===== config.mk =====
export PLATFORM = sky130hd
export DESIGN_NAME = zymason_dig_writer
export DESIGN_NICKNAME = d
export VERILOG_FILES = /design/src/rtl/zymason_pkg.sv /design/src/rtl/zymason_hex7seg.sv /design/src/rtl/zymason_dig_writer.sv
export SDC_FILE = /design/constraint.sdc
export NUM_CORES = 1
export LEC_CHECK = 0
export ABC_CLOCK_PERIOD_IN_PS = 3100
export CAP_MARGIN = 0
export CORE_MARGIN = 3
export CORE_UTILIZATION = 53
export CTS_CLUSTER_SIZE = 10
export DETAILED_ROUTE_END_ITERATION = 8
export PLACE_DENSITY_LB_ADDON = 0.2
export SYNTH_ARGS = -nofsm -noshare
export SYNTH_HDL_FRONTEND = slang
export SYNTH_SLANG_ARGS = --single-unit

===== constraint.sdc =====
create_clock -name clock -period 3.1 [get_ports clock]
set_input_delay 0.465 -clock clock [delete_from_list [all_inputs] [get_ports clock]]
set_output_delay 0.465 -clock clock [all_outputs]
set_load 0.01 [all_outputs]

===== src/rtl/zymason_pkg.sv =====
// zymason_pkg -- definitions shared by the digit-store write initiator.
//   wr_phase_t : protocol phase of the initiator FSM
//   SEG_W      : width of a 7-segment pattern {g..a}
//   NIB_W      : width of the nibble bus toward the display block
//   HEX7SEG    : hex digit to active-high 7-segment pattern lookup
package zymason_pkg;

    localparam int SEG_W = 7;
    localparam int NIB_W = 4;

    typedef enum logic [2:0] {
        IDLE,
        LO,
        HI,
        ADV,
        WAIT,
        EXIT
    } wr_phase_t;

    // Index is the hex value; bit 0 is segment a, bit 6 is segment g.
    localparam logic [SEG_W-1:0] HEX7SEG [16] = '{
        7'h3F, 7'h06, 7'h5B, 7'h4F, 7'h66, 7'h6D, 7'h7D, 7'h07,
        7'h7F, 7'h6F, 7'h77, 7'h7C, 7'h39, 7'h5E, 7'h79, 7'h71
    };

endpackage


===== src/rtl/zymason_hex7seg.sv =====
// zymason_hex7seg -- combinational hex to 7-segment decoder.
//   hex : 4-bit hex digit 0..F
//   seg : active-high segment pattern {g..a}
module zymason_hex7seg
    import zymason_pkg::*;
(
    input  logic [NIB_W-1:0] hex,
    output logic [SEG_W-1:0] seg
);

    assign seg = HEX7SEG[hex];

endmodule


===== src/rtl/zymason_dig_writer.sv =====
// zymason_dig_writer -- initiator for the digit-store write protocol.
// Turns a valid/ready stream of segment patterns into the RW/sel/nibble pin
// sequence consumed by the display block's write FSM and digit registers.
// Every frame ends with an EXIT phase so the target returns to scan mode.
//
// Build option: define ZYMASON_HEX_DECODE_EN to accept 4-bit hex digits on
// s_data; they are decoded to 7-segment patterns before being latched.
//
// Ports:
//   clock    : system clock (shared with the display block)
//   reset    : synchronous, active-high
//   s_valid  : digit available
//   s_ready  : digit accepted on s_valid & s_ready
//   s_data   : segment pattern {g..a} (hex digit with the decode option)
//   s_last   : final digit of the frame
//   RW       : write mode to target
//   sel      : nibble select (0 = low [3:0], 1 = high [6:4])
//   pin_out  : nibble to target
//   busy     : frame in progress
//   dig_cnt  : digits written in the current frame, saturating
module zymason_dig_writer
    import zymason_pkg::*;
#(
    parameter int HOLD_CYC   = 1,
    parameter int NUM_DIGITS = 8
) (
    input  logic             clock,
    input  logic             reset,
    input  logic             s_valid,
    output logic             s_ready,
`ifdef ZYMASON_HEX_DECODE_EN
    input  logic [NIB_W-1:0] s_data,
`else
    input  logic [SEG_W-1:0] s_data,
`endif
    input  logic             s_last,
    output logic             RW,
    output logic             sel,
    output logic [NIB_W-1:0] pin_out,
    output logic             busy,
    output logic [2:0]       dig_cnt
);

    localparam logic [3:0] HOLD_LAST = 4'(HOLD_CYC - 1);
    localparam logic [2:0] CNT_MAX   = 3'(NUM_DIGITS - 1);

    wr_phase_t        state;
    logic [3:0]       hold_cnt;
    logic [SEG_W-1:0] d;
    logic             last_q;
    logic [SEG_W-1:0] seg_in;
    logic             phase_done;
    logic             take;

`ifdef ZYMASON_HEX_DECODE_EN
    zymason_hex7seg u_hex7seg (
        .hex (s_data),
        .seg (seg_in)
    );
`else
    assign seg_in = s_data;
`endif

    // {RW, sel, pin} driven while the FSM sits in a given phase. ADV keeps
    // the low nibble on the pins so the target's low write on the pointer
    // shift edge rewrites the same value.
    function automatic logic [5:0] phase_drive(input wr_phase_t ph,
                                               input logic [SEG_W-1:0] seg);
        case (ph)
            LO:      phase_drive = {1'b1, 1'b0, seg[3:0]};
            HI:      phase_drive = {1'b1, 1'b1, 1'b0, seg[6:4]};
            ADV:     phase_drive = {1'b1, 1'b0, seg[3:0]};
            WAIT:    phase_drive = {1'b1, 1'b0, 4'h0};
            default: phase_drive = 6'h00;
        endcase
    endfunction

    assign phase_done = (hold_cnt == 4'd0);

    // Acceptance depends only on phase and hold count; reset masks it so a
    // source never sees a handshake while the block is held in reset.
    assign s_ready = !reset && ((state == IDLE) || (state == WAIT) ||
                                ((state == ADV) && phase_done));
    assign take    = s_valid && s_ready;
    assign busy    = (state != IDLE);

    always_ff @(posedge clock) begin
        if (reset) begin
            state             <= IDLE;
            hold_cnt          <= 4'd0;
            {RW, sel, pin_out} <= 6'h00;
            dig_cnt           <= 3'd0;
        end else begin
            if (!phase_done) hold_cnt <= hold_cnt - 4'd1;
            case (state)
                IDLE: begin
                    dig_cnt <= 3'd0;
                    if (take) begin
                        state              <= LO;
                        hold_cnt           <= HOLD_LAST;
                        {RW, sel, pin_out} <= phase_drive(LO, seg_in);
                    end
                end
                LO: begin
                    if (phase_done) begin
                        state              <= HI;
                        hold_cnt           <= HOLD_LAST;
                        {RW, sel, pin_out} <= phase_drive(HI, d);
                    end
                end
                HI: begin
                    if (phase_done) begin
                        state              <= last_q ? EXIT : ADV;
                        hold_cnt           <= HOLD_LAST;
                        {RW, sel, pin_out} <= phase_drive(last_q ? EXIT : ADV, d);
                    end
                end
                ADV: begin
                    if (phase_done) begin
                        if (dig_cnt != CNT_MAX) dig_cnt <= dig_cnt + 3'd1;
                        if (take) begin
                            state              <= LO;
                            hold_cnt           <= HOLD_LAST;
                            {RW, sel, pin_out} <= phase_drive(LO, seg_in);
                        end else begin
                            state              <= WAIT;
                            hold_cnt           <= 4'd0;
                            {RW, sel, pin_out} <= phase_drive(WAIT, d);
                        end
                    end
                end
                WAIT: begin
                    // Target stays in its low-nibble write state here.
                    if (take) begin
                        state              <= LO;
                        hold_cnt           <= HOLD_LAST;
                        {RW, sel, pin_out} <= phase_drive(LO, seg_in);
                    end
                end
                EXIT: begin
                    if (phase_done) begin
                        state              <= IDLE;
                        hold_cnt           <= 4'd0;
                        dig_cnt            <= 3'd0;
                        {RW, sel, pin_out} <= phase_drive(IDLE, d);
                    end
                end
                default: begin
                    state              <= IDLE;
                    hold_cnt           <= 4'd0;
                    {RW, sel, pin_out} <= 6'h00;
                end
            endcase
        end
    end

    // Digit and last flag are sampled only on a handshake.
    always_ff @(posedge clock) begin
        if (take) begin
            d      <= seg_in;
            last_q <= s_last;
        end
    end

endmodule


==> results of run 1 <==
-- cell families after synthesis --
| logic type | after synthesis | synth area share (%) |
|---|---|---|
| buffers and inverters | 10 | 3.81 |
| muxes | 2 | 1.60 |
| AOI/OAI and AO/OA | 32 | 18.6 |
| and+or+nand+nor | 51 | 27.1 |
| DFF | 24 | 44.9 |
| adders and majority gates | 4 | 4.01 |
-- final timing paths --
path	to	cells past startpoint	slack [ns]	start
setup / recovery	s_ready	7	0.31	hold_cnt[0]
hold / removal	RW	2	0.49	RW
hold reg to reg	RW	2	0.49	RW
setup reg to reg	last_q	7	0.97	hold_cnt[0]
-- cells in the final DEF (no fill, tap or decap), drive strengths merged, types with 2 or more instances in the layout --
cell / n
mux2i: 2
a31oi: 2
a22o: 4
dfxtp: 16
a221o: 3
a32o: 3
clkbuf: 3
nor2b: 6
a21oi: 9
nand3b: 2
nand2b: 4
nor3: 4
inv: 5
clkdlybuf4s50: 21
edfxtp: 8
nor4b: 2
and4bb: 2
or3: 6
o21ai: 5
nand3: 5
ha: 4
and2: 2
nor2: 8
nor3b: 4
buf: 3
nand2: 4
-- per-layer routing --
metal | wire length (um) | part of all wire [%]
met1 | 1160 | 45
met2 | 1250 | 48
met3 | 150 | 5.8
met4 | 34 | 1.3
met5 | 0 | 0
-- registers in the layout, summed over array words and instances (netlist names) --
name      flops
state         3
dig_cnt       3
last_q        1
sel           1
d             7
RW            1
pin_out       4
hold_cnt      4
-- worst max-delay path: stages (launching register included) --
cell,delay [ns]
dfxtp_1,0.33
inv_1,0.08
ha_1,0.25
nor3b_2,0.41
inv_2,0.12
nor2_1,0.13
o21ba_1,0.14
clkdlybuf4s50_1,0.54
-- power breakdown --
| part | total, mW | internal [mW] | switching, mW |
|---|---|---|---|
| combinational | 0.868 | 0.411 | 0.457 |
| clock | 0.224 | 0.131 | 0.0931 |
| sequential | 0.488 | 0.415 | 0.0735 |
| total | 1.58 | 0.957 | 0.623 |
-- area by class of cell --
class | instances | area [um2] | area share (%)
clock buffers | 3 | 22.5 | 1.46
clock inverters | 1 | 30.0 | 1.95
inverters | 5 | 18.8 | 1.22
multi-input cells | 89 | 639 | 41.6
flip-flops and latches | 24 | 561 | 36.5
well taps | 27 | 33.8 | 2.20
repair buffers | 24 | 233 | 15.1
==> metrics.md, run 1 <==
| Metric | Value |
|---|---|
| Outcome | finished clean |
| Fmax | 0.358 GHz |
| Synthesized cell area | around 1200 um2 |
| Most frequent cells after synthesis | 16 x dfxtp_1, 9 x a21oi_1, 8 x edfxtp_1 |
| Synth Area per Inst | roughly 10 um2 |
| Hold crit path type | reg2reg |
| Total core area | about 2100 um2 |
| Synth Instances | 123 |
| Final instance area | between 1500 and 2000 um2 |
| Die ar. | 2970 um2 |
| Final Slew Violations | 0 |
| Crit end category | primary output |
| Antenna-violating nets left | 0 |
| Die X | 54.5 um |
| Number of buffers added on ports | 21 |
| Critical path class | reg2out |
| Critical path fanouts, max | 7 |
| Post-Route Skew | 0.00428 ns |
| Routed via count | 1047 |
| Period minus WS final | 2.79 ns |
| Arrival time worst endpoint | 2.33 ns |
| Largest net degree at the start of global routing | 23 |
| Dpl cells | 169 |
| Share of layout cells above drive strength 1 | 10.3% |
| Post-synth top area cell | dfxtp_1 |
| Cts-stage hold buffer count | 0 |
| Longest Clk Path Bufs | 2 |
| Die H | 54.5 um |
| Most frequent cell after synthesis | dfxtp_1 |
| Hpwl dp | 1980 um |
| Area growth syn-to-layout | 23.3% |
| Root Buffer | clkbuf_4 |
| Vias in the first global route | between 900 and 1000 |
| Synth unique cells | 41 |
| Final hold vios | 0 |
| Final-stage net count | 162 |
| Final WL | 2600 um |
| Main flop type after synthesis | dfxtp_1 |
| Via/cell ratio | slightly above 6 |
| Non-Filler Instances | 173 |
| I/O pin count | 22 |
| Hold WS | 0.494 ns |
| Req. time, crit path | approximately 2.6 ns |
| Yosys reg bits | 24 |
| Worst-Margin Slew | approximately 0.56 ns |
| GR peak layer | met2 |
| Pwr Total | approximately 1.6 mW |
| Worst Setup Start Kind | flip-flop |
| Gr usage total | between 20% and 30% |
| VDD IR-drop max | 0.000690 V |
| Synth warn | 0 |
| Synth Net Count | 138 |
| Setup TNS | 0 ns |
| Largest cells by area after synthesis | dfxtp_1 26%, edfxtp_1 19%, ha_1 4.0%, a21oi_1 3.6%, nor2b_1 3.0% |
| H-tree levels | 1 |
| First-pass GRT wire length | around 4300 um |
| CTS sink cnt | 24 |
| N_diodes | 0 |
| Global route overflow | 0 |
| Period utilization | 90.0% |
| Routability cong. | 0.896 |
| RSZ-0062 raised after global routing | no |
| Synth top area share | 25.7% |
| Util after Layout | 73.9% |
| Leakage | 0.550 nW |
| Met3 GRT Util | 3.54% |
| Final WS setup | 0.310 ns |
| Reg clk slew, reported paths | about 0.12 ns |
| TritonCTS Buffers | 3 |
| Total of max-cap violations | 0 |
| Final setup violation count | 0 |
| Iter 0 DRT Violations | 38 |
| Relative slew slack | 62.4% |
| Setup bufs post-CTS | 0 |
| Drt pass-1 iters | 5 |
| Post-synthesis sequential area ratio | 44.9% |
| Routed WL per cell | 15.0 um |
| Initial antenna violation count | 0 |
| Synth async-reset ratio | 0% |
| Worst-Skew Late Latency | 0.31 ns |
| Post-cts resize count | 0 |
| Starting density of the core | 59.9% |
| TritonCTS clock tree | yes |
| GR met2 Demand/Resource | 34.5% |
| Dpl ws | 0.687 ns |
| Met1 Resource Use GR | around a quarter |
| Post-synth EDFFs | 8 |
| Pwr per Cell Area | between 1000 and 1500 nW/um2 |
| DRC errors left | 0 |
| Fillers | 146 |
| # rows | 16 |
| Placed instance area | 1490 um2 |
No activity file was read; power rests on OpenSTA's default activity.
==> run 2: changes to the inputs <==
--- a/config.mk
+++ b/config.mk
@@ -11,6 +11,8 @@
 export CORE_UTILIZATION = 53
 export CTS_CLUSTER_SIZE = 10
 export DETAILED_ROUTE_END_ITERATION = 8
+export GPL_ROUTABILITY_DRIVEN = 0
+export GPL_TIMING_DRIVEN = 0
 export PLACE_DENSITY_LB_ADDON = 0.2
 export SYNTH_ARGS = -nofsm -noshare
 export SYNTH_HDL_FRONTEND = slang
==> run 2 against run 1 <==
Fmax shrank 0.67%. Clock power is 39% lower. Clock skew shrank 0.0030 ns. Wire length increased by 3.5%. Die area stayed put. Utilization fell by 0.96 points. Critical path depth did not move. Sequential share of layout area up 0.48 points. Design area shrank 1.3%. Critical endpoint unchanged. Largest cell class unchanged.
==> metrics.md, run 2 (synthesis results as in run 1) <==
| Metric | Value |
|---|---|
| R2R Path End | d[4] |
| FF-to-FF setup slack | 0.96 ns |
| TritonCTS clock tree | yes |
| Post-cts resize count | 0 |
| Routed WL per cell | about 15 um |
| Final-stage net count | roughly 160 |
| Worst hold stages | 2 |
| Placed instance area | about 1500 um2 |
| Period minus WS final | 2.81 ns |
| Flop pwr share | a little under a third |
| Pwr per Cell Area | 998 nW/um2 |
| N_diodes | 0 |
| RSZ-0062 raised after global routing | no |
| Longest Clk Path Bufs | 2 |
| Internal power | 879 uW |
| Vias in the first global route | 1031 |
| VDD IR-drop max | 0.000723 V |
| Post-Route Skew | 0.00130 ns |
| TritonCTS Buffers | 3 |
| Largest delay contributor family on the critical path | buffers and inverters |
| Non-Filler Instances | 175 |
| Routed via count | 1073 |
| Starting density of the core | 59.9% |
| Initial antenna violation count | 0 |
| Pwr Total | around 1.5 mW |
| Critical path fanouts, max | 7 |
| # rows | 16 |
| Leakage | 0.541 nW |
| Total core area | roughly 2100 um2 |
| Worst Setup Start Kind | flip-flop |
| Worst hold path startpoint | RW |
| Comb power frac | 59.2% |
| Most frequent cells in the layout | 21 x clkdlybuf4s50_1, 16 x dfxtp_1, 9 x a21oi_1 |
| Req. time, crit path | 2.63 ns |
| Fmax | 0.356 GHz |
| Critical Path, Cell by Cell | inv_1 > ha_1 > nor3b_2 > inv_2 > nor2_1 > o21ba_1 > clkdlybuf4s50_1 |
| Setup TNS | 0 ns |
| Hold crit path type | reg2reg |
| Most flop-heavy register | d |
| Root Buffer | clkbuf_4 |
| Util after Layout | 72.9% |
| Setup bufs post-CTS | 0 |
| Largest net degree at the start of global routing | 14 |
| Die H | 54.5 um |
| CTS sink cnt | 24 |
| Crit end category | primary output |
| Number of buffers added on ports | 21 |
| Clock Power Share | 9.0% |
| CP peak stage delay | about 0.53 ns |
| Global route overflow | 0 |
| Most common cell after layout, fill and taps aside | clkdlybuf4s50_1 |
| Hpwl dp | 2030 um |
| WHS Endpoint | RW |
| Final Slew Violations | 0 |
| R2R depth | 7 |
| Drt pass-1 iters | 4 |
| Antenna-violating nets left | 0 |
| Total of max-cap violations | 0 |
| Final hold vios | 0 |
| Die X | 54.5 um |
| Relative slew slack | approximately two thirds |
| DRC errors left | 0 |
| FF-to-FF Start | hold_cnt[0] |
| H-tree levels | 1 |
| Reg clk slew, reported paths | between 0.1 and 0.15 ns |
| Final instance area | 1520 um2 |
| Final WL | 2690 um |
| WP depth | 7 |
| CP Buf/Inv Count | 3 |
| First-pass GRT wire length | 4710 um |
| Period utilization | 90.6% |
| Share of layout cells above drive strength 1 | 9.46% |
| Max reg flops | 7 |
| Arrival time worst endpoint | between 2 and 2.5 ns |
| Critical path class | reg2out |
| Die ar. | 2970 um2 |
| I/O pin count | 22 |
| Gr usage total | 21.6% |
| Outcome | finished clean |
| Iter 0 DRT Violations | 36 |
| Via/cell ratio | 6.13 |
| Switch share | 41.9% |
| Area growth syn-to-layout | 21.7% |
| Worst-Margin Slew | 0.527 ns |
| Final setup violation count | 0 |
| NetSw | 635 uW |
| Worst Setup SP | hold_cnt[0] |
| Cts-stage hold buffer count | 0 |
| CP max-delay cell | clkdlybuf4s50_1 |
| Worst-Skew Late Latency | approximately 0.3 ns |
| Dpl cells | 171 |
[run 2: cell types whose count changed in the layout (fill, tap and decap cells not counted), sizes merged]
cell and delta:
bufinv -1, clkbuf +2, clkinv +1
[run 2: metal layers]
metal	wire, um	part of all wire (%)	global-route usage [%]
met5	0	0	0
met2	1340	50	37.5
met1	1180	44	28.4
met4	13	0.48	5.39
met3	157	5.8	2.72
[run 2: power groups by stage]
| stage | clock network [mW] | registers [mW] | logic (mW) |
|---|---|---|---|
| final | 0.136 | 0.482 | 0.897 |
| after global routing | 0.156 | 0.492 | 0.992 |
| after CTS | 0.139 | 0.480 | 0.890 |
| after detailed placement | 0 | 0.488 | 0.884 |
| after global placement | 0 | 0.482 | 0.855 |
| after floorplan | 0 | 0.486 | 0.619 |
[run 2: cell type report]
class	count	area [um2]
inverters	5	18.8
well taps	27	33.8
repair buffers	21	210
clock buffers	3	22.5
flip-flops and latches	24	561
clock inverters	1	3.75
plain buffers	5	28.8
fillers	173	564
multi-input cells	89	639
[run 2: metrics by stage]
step | worst slack (ns) | hold slack [ns]
5_1_grt | 0.0988 | 0.514
6_report | 0.291 | 0.489
3_5_place_dp | 0.566 | 0.467
3_3_place_gp | 0.560 | 0.464
4_1_cts | 0.293 | 0.495
2_1_floorplan | 1.19 | 0.502
[run 2: tightest hold or removal path, stage by stage, from the launching register on]
cell and delay, ns:
dfxtp_1 0.33, nand2_1 0.05, a31oi_1 0.07
[run 2: worst max path at each step]
| stage | end | slack (ns) |
|---|---|---|
| global placement | s_ready | 0.56 |
| CTS | s_ready | 0.29 |
| global route | s_ready | 0.1 |
| detailed placement | s_ready | 0.57 |
| floorplan | d[0] | 1.19 |
| finish | s_ready | 0.29 |
